--- config.mk ---
export PLATFORM = sky130hd
export DESIGN_NAME = pixel_fetch
export DESIGN_NICKNAME = d
export VERILOG_FILES = /design/src/rtl/vga_pkg.sv /design/src/rtl/line_buffer.sv /design/src/rtl/pixel_fetch.sv
export SDC_FILE = /design/constraint.sdc
export NUM_CORES = 1
export LEC_CHECK = 0
export BUFFER_PORTS_ARGS = -buffer_cell sky130_fd_sc_hd__buf_2
export CORE_MARGIN = 1.5
export CORE_UTILIZATION = 45
export DETAILED_ROUTE_END_ITERATION = 10
export GPL_TIMING_DRIVEN = 1
export PLACE_DENSITY = 0.62
export SETUP_SLACK_MARGIN = 0.5
export SLEW_MARGIN = 10
export SYNTH_ARGS = -nofsm -noshare
export SYNTH_HDL_FRONTEND = slang
export SYNTH_SLANG_ARGS = --single-unit
--- constraint.sdc ---
create_clock -name clk -period 4.8 [get_ports clk]
set_input_delay 0.96 -clock clk [delete_from_list [all_inputs] [get_ports clk]]
set_output_delay 0.96 -clock clk [all_outputs]
set_load 0.05 [all_outputs]
--- src/rtl/vga_pkg.sv ---
// Types and constants shared by the 1 bpp pixel fetch path.
// Fetch state encodings double as plain constants for older tooling.
package vga_pkg;
   localparam int RGB_W = 6;

   localparam logic [1:0] ST_IDLE = 2'd0;
   localparam logic [1:0] ST_REQ  = 2'd1;
   localparam logic [1:0] ST_DONE = 2'd2;

   typedef enum logic [1:0] {
      IDLE = ST_IDLE,
      REQ  = ST_REQ,
      DONE = ST_DONE
   } fetch_state_t;
endpackage

--- src/rtl/line_buffer.sv ---
// Two banks of one logical line each, held in flops.
// One write port for the fetch side and one combinational read port for display.
module line_buffer #(
   parameter int WORDS   = 25,
   parameter int WORD_AW = 5
) (
   input  logic               clk,
   input  logic               wr_en,
   input  logic               wr_bank,
   input  logic [WORD_AW-1:0] wr_word,
   input  logic [15:0]        wr_data,
   input  logic               rd_bank,
   input  logic [4:0]         rd_word,
   output logic [15:0]        rd_data
);
   logic [1:0][15:0] bank_rd;

   genvar gi;
   for (gi = 0; gi < 2; gi++) begin : g_bank
      logic [15:0] mem_q [WORDS];

      always_ff @(posedge clk) begin
         if (wr_en && (wr_bank == 1'(gi)) && (32'(wr_word) < WORDS)) begin
            mem_q[wr_word] <= wr_data;
         end
      end

      // Words past the end of the row read as zero; they are never displayed.
      assign bank_rd[gi] = (32'(rd_word) < WORDS) ? mem_q[rd_word] : 16'h0000;
   end

   assign rd_data = bank_rd[rd_bank];
endmodule

--- src/rtl/pixel_fetch.sv ---
// Fetches one 1 bpp logical line per pair of physical lines into a ping-pong
// line buffer and expands it to RGB222 with 2x2 pixel doubling.
module pixel_fetch import vga_pkg::*; #(
   parameter int WORDS_PER_ROW = 25,
   parameter int LINES         = 300,
   parameter int ADDR_W        = 16
) (
   input  logic              clk,
   input  logic              reset,
   input  logic [9:0]        x_pos,
   input  logic              blank,
   input  logic              hsync,
   input  logic              vsync,
   input  logic              vsync_pulse,
   input  logic [ADDR_W-1:0] fb_base,
   input  logic [RGB_W-1:0]  fg,
   input  logic [RGB_W-1:0]  bg,
   output logic              mem_req,
   output logic [ADDR_W-1:0] mem_addr,
   input  logic              mem_ack,
   input  logic [15:0]       mem_data,
   output logic [RGB_W-1:0]  rgb,
   output logic              hsync_o,
   output logic              vsync_o,
   output logic              underrun
);
   localparam int WORD_AW = (WORDS_PER_ROW > 1) ? $clog2(WORDS_PER_ROW) : 1;
   localparam int LINE_W  = $clog2(LINES + 1);

   fetch_state_t        state_q, state_d;
   logic [WORD_AW-1:0]  word_q, word_d;
   logic                mem_req_q, mem_req_d;
   logic [ADDR_W-1:0]   mem_addr_q, mem_addr_d;
   logic                discard_q, discard_d;
   logic                pend_q, pend_d;
   logic [LINE_W-1:0]   pend_line_q, pend_line_d;
   logic                underrun_q, underrun_d;
   logic [9:0]          phys_line_q, phys_line_d;
   logic                blank_prev_q;
   logic                rd_bank_q, rd_bank_d;
   logic [1:0]          valid_q, valid_d;
   logic [RGB_W-1:0]    rgb_q, rgb_d;
   logic                hsync_q, vsync_q;

   logic                blank_fall, swap, frame_evt, ack, last_word, wr_bank, wr_en;
   logic                start_req, launch, launch_go;
   logic [LINE_W-1:0]   disp_line, next_line, start_line, launch_line;
   logic [15:0]         lb_rd_data;
   logic [3:0]          bit_idx;
   logic                unused_bits;

   assign unused_bits = x_pos[0];

   function automatic logic [ADDR_W-1:0] line_addr(input logic [ADDR_W-1:0] base,
                                                   input logic [LINE_W-1:0] line);
      return base + ADDR_W'(32'(line) * 32'(WORDS_PER_ROW));
   endfunction

   assign blank_fall = blank_prev_q & ~blank;
   assign swap       = blank_fall & ~phys_line_q[0] & ~vsync_pulse;
   assign frame_evt  = swap | vsync_pulse;
   assign ack        = mem_req_q & mem_ack;
   assign last_word  = (32'(word_q) == WORDS_PER_ROW - 1);
   assign wr_bank    = ~rd_bank_q;
   assign disp_line  = LINE_W'(phys_line_q >> 1);
   assign next_line  = disp_line + LINE_W'(1);
   assign start_req  = vsync_pulse | (swap & (32'(next_line) < LINES));
   assign start_line = vsync_pulse ? '0 : next_line;

   always_comb begin
      phys_line_d = phys_line_q;
      if (vsync_pulse) begin
         phys_line_d = '0;
      end else if (blank_fall) begin
         phys_line_d = phys_line_q + 10'd1;
      end
   end

   always_comb begin
      state_d     = state_q;
      word_d      = word_q;
      mem_req_d   = mem_req_q;
      mem_addr_d  = mem_addr_q;
      discard_d   = discard_q;
      pend_d      = pend_q;
      pend_line_d = pend_line_q;
      underrun_d  = underrun_q;
      valid_d     = valid_q;
      wr_en       = 1'b0;
      launch      = 1'b0;
      launch_go   = 1'b0;
      launch_line = '0;
      rd_bank_d   = swap ? ~rd_bank_q : rd_bank_q;

      // The bank leaving display becomes the fetch target and starts empty.
      if (vsync_pulse) begin
         valid_d = 2'b00;
      end else if (swap) begin
         valid_d[rd_bank_q] = 1'b0;
      end

      case (state_q)
         REQ: begin
            if (frame_evt) begin
               underrun_d = 1'b1;
               if (ack) begin
                  discard_d   = 1'b0;
                  launch      = 1'b1;
                  launch_go   = start_req;
                  launch_line = start_line;
               end else begin
                  discard_d   = 1'b1;
                  pend_d      = start_req;
                  pend_line_d = start_line;
               end
            end else if (ack) begin
               if (discard_q) begin
                  discard_d   = 1'b0;
                  launch      = 1'b1;
                  launch_go   = pend_q;
                  launch_line = pend_line_q;
               end else begin
                  wr_en = 1'b1;
                  if (last_word) begin
                     state_d          = DONE;
                     mem_req_d        = 1'b0;
                     valid_d[wr_bank] = 1'b1;
                  end else begin
                     word_d     = word_q + WORD_AW'(1);
                     mem_addr_d = mem_addr_q + ADDR_W'(1);
                  end
               end
            end
         end
         default: begin
            if (frame_evt) begin
               launch      = 1'b1;
               launch_go   = start_req;
               launch_line = start_line;
            end
         end
      endcase

      if (launch) begin
         word_d = '0;
         if (launch_go) begin
            state_d    = REQ;
            mem_req_d  = 1'b1;
            mem_addr_d = line_addr(fb_base, launch_line);
         end else begin
            state_d   = IDLE;
            mem_req_d = 1'b0;
         end
      end
   end

   line_buffer #(
      .WORDS   (WORDS_PER_ROW),
      .WORD_AW (WORD_AW)
   ) u_line_buffer (
      .clk     (clk),
      .wr_en   (wr_en),
      .wr_bank (wr_bank),
      .wr_word (word_q),
      .wr_data (mem_data),
      .rd_bank (rd_bank_d),
      .rd_word (x_pos[9:5]),
      .rd_data (lb_rd_data)
   );

   // Display uses the post-swap bank so the first pixel of a line is correct.
   always_comb begin
      bit_idx = 4'd15 - x_pos[4:1];
      if (blank) begin
         rgb_d = '0;
      end else if (!valid_d[rd_bank_d] || (32'(x_pos[9:5]) >= WORDS_PER_ROW)) begin
         rgb_d = bg;
      end else begin
         rgb_d = lb_rd_data[bit_idx] ? fg : bg;
      end
   end

   always_ff @(posedge clk) begin
      if (reset) begin
         state_q      <= IDLE;
         word_q       <= '0;
         mem_req_q    <= 1'b0;
         mem_addr_q   <= '0;
         discard_q    <= 1'b0;
         pend_q       <= 1'b0;
         pend_line_q  <= '0;
         underrun_q   <= 1'b0;
         phys_line_q  <= '0;
         blank_prev_q <= 1'b0;
         rd_bank_q    <= 1'b0;
         valid_q      <= 2'b00;
         rgb_q        <= '0;
         hsync_q      <= 1'b0;
         vsync_q      <= 1'b0;
      end else begin
         state_q      <= state_d;
         word_q       <= word_d;
         mem_req_q    <= mem_req_d;
         mem_addr_q   <= mem_addr_d;
         discard_q    <= discard_d;
         pend_q       <= pend_d;
         pend_line_q  <= pend_line_d;
         underrun_q   <= underrun_d;
         phys_line_q  <= phys_line_d;
         blank_prev_q <= blank;
         rd_bank_q    <= rd_bank_d;
         valid_q      <= valid_d;
         rgb_q        <= rgb_d;
         hsync_q      <= hsync;
         vsync_q      <= vsync;
      end
   end

   assign mem_req  = mem_req_q;
   assign mem_addr = mem_addr_q;
   assign rgb      = rgb_q;
   assign hsync_o  = hsync_q;
   assign vsync_o  = vsync_q;
   assign underrun = underrun_q;
endmodule

# Yosys cells after proc, flatten, opt, wreduce, memory -nomap -nowiden
# Memory sizes are Yosys's and may differ from the RTL's.
# Cells that the tools add are included.
# totals
ff_bits	58
ram_bits	800
input_bits	61
wordCells	149
mem_count	2
# op_classes
addsub	6
mul	1
order_cmp	10
n_eq_ne	4
muxes	73
bitwise	18
n_reduce_logical	20
# mem_list
name	depth	width	read_ports	rd_clocked_by_memory_dff	wr	line	text
u_line_buffer.g_bank[0].mem_q	25	16	1	0	1	line_buffer.sv:20	logic [15:0] mem_q [WORDS];
u_line_buffer.g_bank[1].mem_q	25	16	1	0	1	line_buffer.sv:20	
# ops
operator	count
$mux 16	11
$mux 9	7
$mux 1	37
$mux 2	13
$add 16x1->16 const B	1
$add 16x14->16	1
$mul 9x5->14 const B	1
$mux 6	2
$add 10x1->10 const B	1
$lt 5x5->1 const B	2
$reduce_and 5->1	2
$add 9x1->9 const B	1
$lt 9x9->1 const B	1
$not 1->1	8
$reduce_bool 2->1	4
$logic_and 1x1->1	6
$lt 1x2->1 const B	3
$reduce_or 2->1	3
$add 5x1->5 const B	1
$and 1x1->1	5
$eq 5x5->1 const B	1
$ge 5x5->1 const B	1
$lt 4x5->1 const B	1
$bmux 1 s4	1
13 further kinds	18

# Logic depth before layout (Yosys ltp)
# depth
depth_word	19
mapped_depth	20
mapped_depth_nobuf	19

# Modules after synthesis
# From an unflattened synthesis, not the netlist that was laid out.
# hier_totals
cells_unflattened	1971
area_unflattened_um2	35605.4
# by_module_without_submodules
mod	instances	cells_per_inst	area_per_inst_um2	seq_area_each_um2
line_buffer	1	1455	31088.6	24023.0
pixel_fetch	1	516	4516.8	1141.1

# Worst setup path before layout
# OpenSTA, ideal clock, no wires.
# synth_timing
path_type	input -> register
start	input port blank
end	register mem_addr_q[14] (netlist: mem_addr[14])
setup_time_ps	114
t_arrival_ps	5083
setup_slack_ps	-398
cell_stages	18
n_path_buf	0
cell_sequence	nor3b_1 nor2_1 or3_1 o21ai_0 ha_1 inv_1 fa_1 fa_1 inv_1 ha_1 a21oi_1 o21bai_1 a21oi_1 o21bai_1 a21oi_1 nor4b_1 nor4b_1 a2111oi_0
# synth_between
elab_chain_cells	11
word_cells_on_any_way	23
classes_between	add/sub: 1; mul: 1; mux: 14; bitwise: 7
# synth_lines
item	line	text
from (decl)	pixel_fetch.sv:11	input logic blank,
$not 1->1 (*)	pixel_fetch.sv:59	assign blank_fall = blank_prev_q & ~blank;
$and 1x1->1 (*)	pixel_fetch.sv:59	
$and 1x1->1 (*) (2 in a row)	pixel_fetch.sv:60	assign swap = blank_fall & ~phys_line_q[0] & ~vsync_pulse;
$or 1x1->1 or $and 1x1->1 (tied branches)	pixel_fetch.sv:61, pixel_fetch.sv:67	
$mux 9, or another cell as far along	pixel_fetch.sv:136	if (frame_evt) begin
$mux 9 or $mux 1 (tied branches)	pixel_fetch.sv:102, pixel_fetch.sv:106	
$mul 9x5->14 or $mux 1 (tied branches)	pixel_fetch.sv:56, pixel_fetch.sv:104	
$add 16x14->16 or $mux 1 (tied branches)	pixel_fetch.sv:56, pixel_fetch.sv:102	
$mux 16	pixel_fetch.sv:146	if (launch_go) begin
$mux 16 (*)	pixel_fetch.sv:144	if (launch) begin
to (signal assigned)	pixel_fetch.sv:204	mem_addr_q <= mem_addr_d;
to (decl)	pixel_fetch.sv:33	logic [ADDR_W-1:0] mem_addr_q, mem_addr_d;
# Every way passes the cells marked *; elsewhere a longest branch is shown, timed or not.
# A chain may end at the register's enable or synchronous reset.

# Worst setup path in the final report
# layout_timing
start	input port blank
end	register mem_addr_q[15] (netlist: mem_addr[15])
# Same word-level chain as after synthesis.

==> reports/metrics.yaml <==
gp_congestion: 0.9459
vias: 19340
slew_headroom: 0.2249
cts_buffers: 89
die_x_um: 282.9
grt_remaining_overflow: 0
start_util: 0.4551
yosysUniqueCellTypes: 79
syn2layout_area_growth_pct: 16.89
seq_area_sq_mm: 0.02517
synth_nets: 2087
min_period_ps: 4390
placed_area_sq_mm: 0.03802
postRouteAntennaNets: 0
rr_startpoint: "phys_line_q[0]"
avgSynthCellArea_sq_um: 17.95
outcome: "complete, no violations"
ys.flop_type: "edfxtp_1"
drc: 0
clk_latency_ps: 640
antenna_found_initial: 10
fmax_mhz: 227.8
synth_common_cells: "edfxtp_1 (800), mux4_2 (169), nor2_1 (132), nand2_1 (79), mux2i_1 (62)"
drv_cap: 0
synth_top_area_cell: "edfxtp_1"
first_pass_iters: 5
synth_area_leaders: "edfxtp_1 (68%), mux4_2 (11%), dfxtp_1 (3.2%), mux2i_1 (1.8%), ha_1 (1.7%)"
cp_max_fo: 7
clk_pin_slew_ps: 60
syn_area_sq_mm: 0.03526
yosysSeqAreaShare: 0.7138
cp.required_ps: 5320
grtUsageTotal: 0.2229
dp_hpwl_um: 56900
nets: 2354
hold_start: "valid_q[0]"
setup_slack_ps: 409.5
multi_input_area_sq_mm: 0.009702
row_count: 102
rsz0062_at_grt: "yes"
ys_warn_count: 0
portBuffers: 85
ys_ff_latch: 857
synth_edf_count: 800
layout-drive-gt1-share: 0.2858
final_area_sq_mm: 0.04121
pre_cts_ws_ps: -400.9
critical_path_class: "input port to flop"
drt-initial-drc-count: 2015
finalMaxSlewViolations: 0
root_buffer: "clkbuf_16"
start_kind: "input port"
synth_cells: 1964
ir_drop_mv: 0.3026
die_area_sq_mm: 0.08003
holdWs_ps: 483.5
cts_tree: "yes"
power_density_mw_per_mm2: 388.9
grt_pass1_wl_um: 130900
synth.most_common_cell: "edfxtp_1"
hold_class: "flop to flop"
cp-startpoint: "blank"
p_leak_nw: 13.80
die_y_um: 282.9
wl_per_cell_um: 26.81
crit_arrival_ps: 4910
cts_hold_buf: 0
wirelength_um: 89580
min_period_over_period: 0.9147
cts_buffer_depth: 3
num_io_pins: 87
end_kind: "flop"
tightest_slew_ps: 1163
synth_top_area_share: 0.6814
cts_num_sinks: 857
grt_pass1_vias: 19700
cts_htree_levels: 3
fin_worst_skew_ps: 26.86
via_per_inst: 5.788
hold_violations: 0
fillers: 6136
grt_max_degree: 51
setup_viol: 0
async_flop_share: 0
fp.coreArea_sq_mm: 0.07747
## stage by stage
| step | utilization | TNS (ps) | power, mW | std cells |
|---|---|---|---|---|
| 2_1_floorplan | - | 0 | 8.927 | 1964 |
| 5_1_grt | 0.5319 | 0 | 16.47 | 3340 |
| 3_5_place_dp | 0.4908 | -1734 | 9.374 | 3166 |
| 4_1_cts | 0.5292 | 0 | 16.11 | 3329 |
| 3_3_place_gp | 0.4908 | -1300 | 9.357 | 3166 |
| 6_report | 0.5319 | 0 | 16.02 | 3341 |
## report_power, final
group | switching, mW | internal [mW] | total, mW
clock | 2.85 | 3.94 | 6.79
sequential | 0.0216 | 8.18 | 8.21
combinational | 0.648 | 0.383 | 1.03
## area by class of cell
| class | count | share of cell area |
|---|---|---|
| clock buffers | 113 | 0.05675 |
| multi-input cells | 965 | 0.2354 |
| inverters | 42 | 0.003826 |
| clock inverters | 46 | 0.01215 |
| flip-flops and latches | 857 | 0.6109 |
| diodes | 2 | 0.0001215 |
| repair buffers | 276 | 0.04925 |
| well taps | 1040 | 0.03158 |
## kinds of logic after synthesis
logic type / synth area share
buffers and inverters: 0.02158
DFF: 0.7138
adders and majority gates: 0.02499
and+or+nand+nor: 0.04724
xor gates and xnor gates: 0.01118
muxes: 0.1317
AOI/OAI and AO/OA: 0.04951
## timing repair
item                       4_1_cts  5_1_grt
setup endpoints to repair        6        6
pin swaps                       13       21
gates cloned                     0        0
resized for setup               26       23
buffers inserted                 4       10
## path summary, 6_finish.rpt
path	slack, ps	cells after the start	end
setup / recovery	410	19	mem_addr[15]
hold / removal	480	2	valid_q[0]
hold reg to reg	480	2	valid_q[0]
setup reg to reg	460	18	mem_addr[15]
## flip-flops by register name, summed over array words and instances, names as in the netlist
register                    flops
pend_q                          1
rgb                             6
phys_line_q                    10
hsync_o                         1
u_line_buffer.g_bank.mem_q    800
blank_prev_q                    1
state_q                         2
vsync_o                         1
pend_line_q                     9
mem_addr                       16
word_q                          5
underrun                        1
valid_q                         2
discard_q                       1
rd_bank_q                       1
## layout by cell type (no fill, tap or decap), types with 12 or more instances in the layout
master	n
edfxtp_1	800
buf_4	178
mux4_2	169
nor2_1	131
clkbuf_16	90
buf_2	82
nand2_1	79
mux2i_1	62
a21oi_1	52
dfxtp_1	51
inv_1	36
ha_1	36
nand3_1	34
a22oi_1	31
o21ai_0	30
xnor2_1	23
clkbuf_1	23
a211oi_1	19
xor2_1	18
nor2b_1	17
o22ai_1	17
nor3_1	16
mux2_2	16
fa_1	13
clkinv_1	13
nand4_1	12
a221oi_1	12
a22o_1	12
## worst max-delay path: stages
cell,delay (ps)
buf_6,100
nor3b_4,220
nor2_2,60
or3_4,480
o21ai_4,220
ha_4,230
inv_2,50
fa_1,420
fa_1,520
inv_2,50
ha_4,270
inv_2,40
o21bai_1,140
a21o_1,170
a21oi_2,70
o211ai_1,280
a311oi_2,150
nor4bb_2,190
a311o_1,290
## metal layers
layer / track usage / share of wire / vias up / routed length (um)
met2: 0.3502 / 0.47 / 788 / 42080
met3: 0.05225 / 0.089 / 129 / 8008
met5: 0 / 0.00064 / - / 57
li1: - / - / 8406 / -
met4: 0.07003 / 0.026 / 10 / 2297
met1: 0.3093 / 0.41 / 10010 / 37140
Note: power is estimated with default switching activity, not from simulation.
